[config.mk]
export PLATFORM = sky130hd
export DESIGN_NAME = nib_rx
export DESIGN_NICKNAME = d
export VERILOG_FILES = /design/src/rtl/nib_rx_pkg.sv /design/src/rtl/nib_bit_timer.sv /design/src/rtl/nib_rx.sv
export SDC_FILE = /design/constraint.sdc
export NUM_CORES = 1
export LEC_CHECK = 0
export ABC_AREA = 1
export CORE_MARGIN = 10
export CORE_UTILIZATION = 34
export CTS_CLUSTER_DIAMETER = 50
export DETAILED_ROUTE_END_ITERATION = 10
export PLACE_DENSITY = 0.57
export SYNTH_ARGS = -nofsm -noshare
export SYNTH_HDL_FRONTEND = slang
export SYNTH_SLANG_ARGS = --single-unit
export TNS_END_PERCENT = 30
[constraint.sdc]
create_clock -name clk -period 2.6 [get_ports clk]
set_clock_uncertainty 0.15 [all_clocks]
set_input_delay 0.39 -clock clk [delete_from_list [all_inputs] [get_ports clk]]
set_output_delay 0.39 -clock clk [all_outputs]
set_load 0.02 [all_outputs]
[src/rtl/nib_rx_pkg.sv]
// Shared definitions for the serial-to-nibble receiver.
// Holds the FSM state encoding, the default bit period and the frame format
// constants used by nib_rx and nib_bit_timer.
package nib_rx_pkg;

    typedef enum logic [1:0] {
        IDLE  = 2'd0,
        START = 2'd1,
        DATA  = 2'd2,
        STOP  = 2'd3
    } state_e;

    localparam int   DEFAULT_CPB = 4;     // clocks per serial bit
    localparam int   DATA_BITS   = 4;     // payload bits per frame, LSB first
    localparam logic START_LEVEL = 1'b0;  // level of the start bit
    localparam logic STOP_LEVEL  = 1'b1;  // level of a good stop bit (and idle)

endpackage

[src/rtl/nib_bit_timer.sv]
// Bit-period timer for nib_rx.
// Counts 0..CPB-1 while enabled and wraps to 0. The count is forced to 0 by
// the clear input.
// Ports:
//   clk       - clock, rising edge
//   r         - synchronous active-high reset
//   clr       - force count to 0 at the next edge (overrides enable)
//   en        - advance the count
//   half_tick - count == floor(CPB/2)-1 (mid-bit point of the start bit)
//   full_tick - count == CPB-1 (one full bit period elapsed)
module nib_bit_timer
    import nib_rx_pkg::*;
#(
    parameter int CPB = DEFAULT_CPB
) (
    input  logic clk,
    input  logic r,
    input  logic clr,
    input  logic en,
    output logic half_tick,
    output logic full_tick
);

    localparam int CNT_W = (CPB > 1) ? $clog2(CPB) : 1;
    localparam logic [CNT_W-1:0] HALF_LAST = CNT_W'(CPB / 2 - 1);
    localparam logic [CNT_W-1:0] FULL_LAST = CNT_W'(CPB - 1);

    logic [CNT_W-1:0] cnt_q;
    logic [CNT_W-1:0] cnt_d;

    assign half_tick = (cnt_q == HALF_LAST);
    assign full_tick = (cnt_q == FULL_LAST);

    always_comb begin
        // NOTE: the default assignment first keeps this block free of inferred latches.
        cnt_d = cnt_q;
        if (clr) begin
            cnt_d = '0;
        end else if (en) begin
            cnt_d = full_tick ? '0 : cnt_q + 1'b1;
        end
    end

    always_ff @(posedge clk) begin
        // NOTE: non-blocking assignments so every flop updates from pre-edge values.
        if (r) begin
            cnt_q <= '0;
        end else begin
            cnt_q <= cnt_d;
        end
    end

endmodule

[src/rtl/nib_rx.sv]
// Serial-to-nibble receiver.
// Receives frames of 1 start bit (low), 4 data bits LSB first, 1 stop bit
// (high) on an idle-high line. A good frame updates q and pulses valid for
// one cycle; a frame with a low stop bit pulses ferr instead and leaves q.
// Ports:
//   clk   - clock, rising edge
//   r     - synchronous active-high reset, overrides everything
//   sin   - serial input, already synchronous to clk
//   q     - last correctly received nibble (registered)
//   valid - one-cycle strobe, q has just been updated
//   ferr  - one-cycle strobe, the frame just finished had a low stop bit
module nib_rx
    import nib_rx_pkg::*;
#(
    parameter int CPB = DEFAULT_CPB
) (
    input  logic                 clk,
    input  logic                 r,
    input  logic                 sin,
    output logic [DATA_BITS-1:0] q,
    output logic                 valid,
    output logic                 ferr
);

    localparam int BIT_CNT_W = $clog2(DATA_BITS);
    localparam logic [BIT_CNT_W-1:0] LAST_BIT = BIT_CNT_W'(DATA_BITS - 1);

    state_e                 state_q,   state_d;
    logic [BIT_CNT_W-1:0]   bit_cnt_q, bit_cnt_d;
    logic [DATA_BITS-1:0]   sr_q,      sr_d;
    logic [DATA_BITS-1:0]   q_q,       q_d;
    logic                   valid_q,   valid_d;
    logic                   ferr_q,    ferr_d;

    logic tmr_clr;
    logic half_tick;
    logic full_tick;

    // Holding the timer cleared in IDLE makes the edge that sees the start
    // bit (E0) leave the count at 0, so half_tick lands on E0+H and every
    // later full_tick lands on a data/stop sample edge.
    nib_bit_timer #(
        .CPB (CPB)
    ) u_timer (
        .clk       (clk),
        .r         (r),
        .clr       (tmr_clr),
        .en        (state_q != IDLE),
        .half_tick (half_tick),
        .full_tick (full_tick)
    );

    always_comb begin
        state_d   = state_q;
        bit_cnt_d = bit_cnt_q;
        sr_d      = sr_q;
        q_d       = q_q;
        valid_d   = 1'b0;
        ferr_d    = 1'b0;
        tmr_clr   = 1'b0;

        case (state_q)
            IDLE: begin
                tmr_clr = 1'b1;
                if (sin == START_LEVEL) begin
                    state_d = START;
                end
            end
            START: begin
                // Mid-bit re-check rejects short low glitches.
                if (half_tick) begin
                    tmr_clr = 1'b1;
                    if (sin == START_LEVEL) begin
                        state_d   = DATA;
                        bit_cnt_d = '0;
                    end else begin
                        state_d = IDLE;
                    end
                end
            end
            DATA: begin
                // Shift in at the MSB so the first (LSB) bit ends up at bit 0.
                if (full_tick) begin
                    sr_d = {sin, sr_q[DATA_BITS-1:1]};
                    if (bit_cnt_q == LAST_BIT) begin
                        state_d = STOP;
                    end else begin
                        bit_cnt_d = bit_cnt_q + 1'b1;
                    end
                end
            end
            STOP: begin
                if (full_tick) begin
                    state_d = IDLE;
                    if (sin == STOP_LEVEL) begin
                        q_d     = sr_q;
                        valid_d = 1'b1;
                    end else begin
                        ferr_d = 1'b1;
                    end
                end
            end
            default: state_d = IDLE;
        endcase
    end

    always_ff @(posedge clk) begin
        if (r) begin
            state_q   <= IDLE;
            bit_cnt_q <= '0;
            sr_q      <= '0;
            q_q       <= '0;
            valid_q   <= 1'b0;
            ferr_q    <= 1'b0;
        end else begin
            state_q   <= state_d;
            bit_cnt_q <= bit_cnt_d;
            sr_q      <= sr_d;
            q_q       <= q_d;
            valid_q   <= valid_d;
            ferr_q    <= ferr_d;
        end
    end

    assign q     = q_q;
    assign valid = valid_q;
    assign ferr  = ferr_q;

endmodule

==> impl_metrics.ini, run 1 <==
[pwr]
p_total_w = 0.000707
p_leak_nw = 0.378
vdd.ir_drop.worst_mv = 0.326
power.density_mw_per_mm2 = 766

[synthesis]
ys_seq_elements = 16
syn-cell-area_um2 = 797
synth_fa_ha_area_share_pct = 4.71
synth-main-ff-cell = dfxtp_1
synth_enable_flop_cells = 0
synth_top_family_by_area = simple AND/OR/NAND/NOR gates
yosysSeqAreaShare_pct = 40.2
synth_area_per_cell_um2 = 8.13
syn_nets = 104
synth_cells = 98
yosys.area_share.simple_pct = 30.9
synth_xor_area_share_pct = 0
ys_warn_count = 0
async_reset_ff_share_pct = 0
synth.area.mux_share_pct = 0
synth.distinct_cells = 22
synth_compound_area_share_pct = 13.0

[cells_and_area]
final_area_um2 = 922
n_antenna_cell = 0
drive_above_1_share_pct = 16.8
stdcell_count = 135
fin_nets = 114
area_growth_pct = 15.7

[clock_tree]
root_buffer = clkbuf_4
clk-insertion-delay-late_ns = 0.29
tritoncts = built
clk_pin_slew_ns = 0.09
cts_buffers = 3
cts_resized = 0
post_cts_buffers = 0
clockBufferDepth = 2
postCtsHoldBufs = 0
cts_htree_levels = 1
clock_sinks = 16

[placed_design]
io_buffers = 8
place_congestion = 0.802
post-place-ws_ns = 0.845
hpwl_mm = 1.11
place_inst = 131
placed_area_um2 = 886

[sta]
slew_viol_final = 0
setup-violations-final = 0
final.setup.tns_ns = 0
finalCritPeriodShare_pct = 68.2
setup_ws_ns = 0.827
rsz0062_at_grt = no
finalHoldViolCount = 0
finalCriticalPeriod_ns = 1.77
worstMarginPinSlew_ns = 0.559
slew-limit-headroom_pct = 62.7
fmax_ghz = 0.564

[flow_run]
cap_violations = 0

[critical_path]
crit_family = buffers and inverters
worstPathRequired_ns = 2.06
cp-start-kind = flip-flop
critical_path_buf_inv_count = 1
worstPathArrival_ns = 1.23
cp-end-kind = output pin
cp_slowest_stage_delay_ns = 0.60
path_max_fanout = 2
slowest_stage = clkdlybuf4s50_1
cp_cell_sequence = clkdlybuf4s50_1
worstSetupPathType = reg2out

[drt]
ant_nets = 0
drtPass1Iterations = 4
drt-initial-drc-count = 13
drcViolationCount = 0
avgRoutedWirePerCell_um = 10.4
viasPerCell = 4.54
via_count = 613
drt-total-wl_mm = 1.41

[global_routing]
use_met1_pct = 7.71
antenna_found_initial = 0
use_met2_pct = 11.4
globalRouteTotalUtil_pct = 7.16
grt_first_pass_wirelength_mm = 2.56
grt_pass1_vias = 611
overflow = 0
grt_max_degree = 10
busiest_layer = met2
met3_usage_pct = 2.45

[floorplanning]
die_w_um = 68.4
coreArea_mm2 = 0.00221
io_pins = 9
dieHeight_um = 68.4
dieArea_mm2 = 0.00468
initial_utilization_pct = 36.0
row_count = 17

[hold_path]
worstHoldPathType = reg2reg

[status]
status = finished, final reports clean
## per-stage QoR
| step | hold WS (ns) | util, % |
|---|---|---|
| after floorplan | 0.280 | - |
| after global placement | 0.293 | 40.0 |
| after detailed placement | 0.295 | 40.0 |
| after CTS | 0.308 | 41.7 |
| after global routing | 0.337 | 41.7 |
| final | 0.306 | 41.7 |
## Yosys cell counts, types with 2 or more instances
library cell | instances | area [um2]
buf_6 | 2 | 22.5
inv_1 | 11 | 41.3
nand3_2 | 2 | 20.0
ha_1 | 3 | 37.5
nor2_1 | 13 | 48.8
o21ai_1 | 2 | 10.0
nor2_4 | 3 | 33.8
nand3_1 | 6 | 30.0
a21oi_1 | 7 | 35.0
nand2_1 | 14 | 52.6
o21ai_0 | 7 | 35.0
dfxtp_1 | 16 | 320
nand2_2 | 2 | 12.5
inv_6 | 2 | 17.5
## per-layer routing
layer  vias up  share of wire [%]
met5         -                  0
met4         0                2.8
met3         5                5.8
met2        11                 47
met1       269                 44
li1        328                  -
## flip-flops by register name, indices dropped and copies added (netlist names), named ones only
signal	flops
sr_q	4
q	4
state_q	1
valid	1
bit_cnt_q	2
u_timer.cnt_q	2
ferr	1
## kinds of logic after synthesis
family | Yosys count
buffers and inverters | 17
adders and majority gates | 3
AOI/OAI and AO/OA | 18
DFF | 16
and+or+nand+nor | 44
## worst paths after layout
kind	from	end	slack (ns)	cells past startpoint
worst max register to register	state_q[0]	q[2]	0.97	5
worst min register to register	sr_q[0]	q[0]	0.31	2
worst min-delay path	sr_q[0]	q[0]	0.31	2
worst max-delay path	q[1]	q[1]	0.83	1
## layout by cell type, fill, tap and decap left out, types with 6 or more instances in the layout
master | synthesis | routed
nand2_1 | 14 | 14
o21ai_0 | 7 | 7
nand3_1 | 6 | 6
inv_1 | 11 | 11
nor2_1 | 13 | 13
clkdlybuf4s50_1 | 0 | 8
dfxtp_1 | 16 | 16
a21oi_1 | 7 | 7
## report_power, final
group          switching [W]  internal, W  leakage [nW]
clock network      0.0000796    0.0000854        0.0210
logic               0.000123    0.0000889         0.228
registers          0.0000584     0.000272         0.130
## area by class of cell
cell class / count / area [um2]
fillers: 242 / 1290
multi-input cells: 65 / 388
flip-flops and latches: 16 / 320
repair buffers: 8 / 80.1
inverters: 14 / 62.6
clock buffers: 4 / 36.3
well taps: 28 / 35.0
Note: power is estimated with default switching activity, not from simulation.
==> run 2: changes to the inputs <==
--- a/config.mk
+++ b/config.mk
@@ -10,7 +10,7 @@
 export CORE_UTILIZATION = 34
 export CTS_CLUSTER_DIAMETER = 50
 export DETAILED_ROUTE_END_ITERATION = 10
-export PLACE_DENSITY = 0.57
+export PLACE_DENSITY = 0.59
 export SYNTH_ARGS = -nofsm -noshare
 export SYNTH_HDL_FRONTEND = slang
 export SYNTH_SLANG_ARGS = --single-unit
==> constraint.sdc (replaced) <==
create_clock -name clk -period 1.5 [get_ports clk]
set_clock_uncertainty 0.15 [all_clocks]
set_input_delay 0.225 -clock clk [delete_from_list [all_inputs] [get_ports clk]]
set_output_delay 0.225 -clock clk [all_outputs]
set_load 0.02 [all_outputs]
==> impl_metrics.ini, run 2 (same netlist as run 1, synthesis figures left out) <==
[floorplanning]
row_count = 17
die_w_um = 68.4
dieArea_mm2 = 0.00468
coreArea_mm2 = 0.00221
dieHeight_um = 68.4
initial_utilization_pct = 36.0
io_pins = 9

[sta]
rsz0062_at_grt = no
finalCriticalPeriod_ns = 1.39
setup_ws_ns = 0.113
slew_viol_final = 0
slew-limit-headroom_pct = 82.8
finalHoldViolCount = 0
setup-violations-final = 0
fmax_ghz = 0.721
worstMarginPinSlew_ns = 0.256
finalCritPeriodShare_pct = 92.5

[pwr]
p_seq_share_pct = 41.4
swShare_pct = 35.8
p_int_w = 0.000832
p_leak_nw = 0.451
p_clk_share_pct = 22.0
comb_power_share_pct = 36.6
p_sw_w = 0.000463
p_total_w = 0.00130
power.density_mw_per_mm2 = 1300
vdd.ir_drop.worst_mv = 0.642

[drt]
viasPerCell = 4.44
drcViolationCount = 0
avgRoutedWirePerCell_um = 10.4
ant_nets = 0
drtPass1Iterations = 2
via_count = 639
drt-initial-drc-count = 6
drt-total-wl_mm = 1.50

[placed_design]
place_congestion = 0.829
hpwl_mm = 1.24
post-place-ws_ns = -0.0750
io_buffers = 8

[critical_path]
cp-end-kind = flip-flop
worstPathArrival_ns = 1.42
crit_start = u_timer.cnt_q[1]
worstSetupPathType = reg2reg
r2r_start = u_timer.cnt_q[1]
endpoint = q[3]
ff2ff_path_depth = 6
path_max_fanout = 7
reg2reg_slack_ns = 0.11
timing.rr.end = q[3]
worstPathRequired_ns = 1.53
cp-start-kind = flip-flop

[clock_tree]
cts_buffers = 3
tritoncts = built
clock_sinks = 16
postCtsHoldBufs = 0
cts_htree_levels = 1
clk_pin_slew_ns = 0.10
root_buffer = clkbuf_4
clockBufferDepth = 2
clk-insertion-delay-late_ns = 0.29

[global_routing]
antenna_found_initial = 0
grt_max_degree = 10
grt_first_pass_wirelength_mm = 2.71
globalRouteTotalUtil_pct = 7.39
overflow = 0
grt_pass1_vias = 656

[cells_and_area]
fin_nets = 123
layout_commonest_cell = nand2_1
area_growth_pct = 24.6
nFillCells = 231
final_cell_mix = nand2_1 (14), nor2_1 (13), dfxtp_1 (13), inv_1 (11), buf_4 (9)
drive_above_1_share_pct = 27.6
n_antenna_cell = 0

[flow_run]
cap_violations = 0

[hold_path]
worstHoldPathType = reg2reg

[status]
status = finished, final reports clean
==> run 2: layout make-up <==
class / count / area [um2] / area share (%)
Clock buffer: 4 / 36.3 / 3.65
Inverter: 14 / 62.6 / 6.30
Multi-Input combinational cell: 65 / 395 / 39.8
Sequential cell: 16 / 324 / 32.6
Tap cell: 28 / 35.0 / 3.53
Timing Repair Buffer: 17 / 140 / 14.1
==> run 2: power by group through the flow <==
stage	Sequential, W	Clock [W]	Combinational [W]
2_1_floorplan	0.000505	0	0.000420
3_3_place_gp	0.000535	0	0.000476
3_5_place_dp	0.000536	0	0.000477
6_report	0.000536	0.000285	0.000474
5_1_grt	0.000546	0.000308	0.000545
4_1_cts	0.000526	0.000292	0.000478
==> run 2: stage by stage <==
stage	TNS, ns	cell area (um2)	hold slack [ns]	std cells	utilization (%)
finish	0	993	0.290	144	44.9
global route	0	993	0.311	144	44.9
CTS	0	982	0.308	144	44.4
detailed placement	-0.229	953	0.301	140	43.1
global placement	-0.0984	953	0.298	140	43.1
floorplan	0	797	0.154	98	-
==> run 2: repair_timing <==
item | CTS | global route
setup buffers | 0 | 0
pin swaps | 0 | 1
endpoints found under the setup margin | 6 | 9
resized for setup | 6 | 5
gates cloned | 0 | 0
==> run 2: metal layers <==
metal / GRT usage [%] / part of all wire [%]
met1: 8.08 / 45
met2: 12.8 / 50
met3: 1.96 / 3.6
met4: 3.77 / 1.4
met5: 0 / 0
==> run 2: worst min-delay path by stage <==
stage	to	cells past startpoint	start	slack, ns
2_1_floorplan	ferr	1	sin	0.15
3_3_place_gp	q[0]	2	sr_q[0]	0.30
3_5_place_dp	sr_q[0]	2	sr_q[0]	0.30
4_1_cts	q[0]	2	sr_q[0]	0.31
5_1_grt	u_timer.cnt_q[0]	1	u_timer.cnt_q[0]	0.31
6_report	u_timer.cnt_q[0]	1	u_timer.cnt_q[0]	0.29
==> run 2: critical path, cell delays in order, from the launching register on <==
cell     delay [ns]
dfxtp_1        0.37
ha_2           0.22
nand3_2        0.11
nor2_4         0.19
inv_1          0.09
nor2_1         0.10
nor2_1         0.05
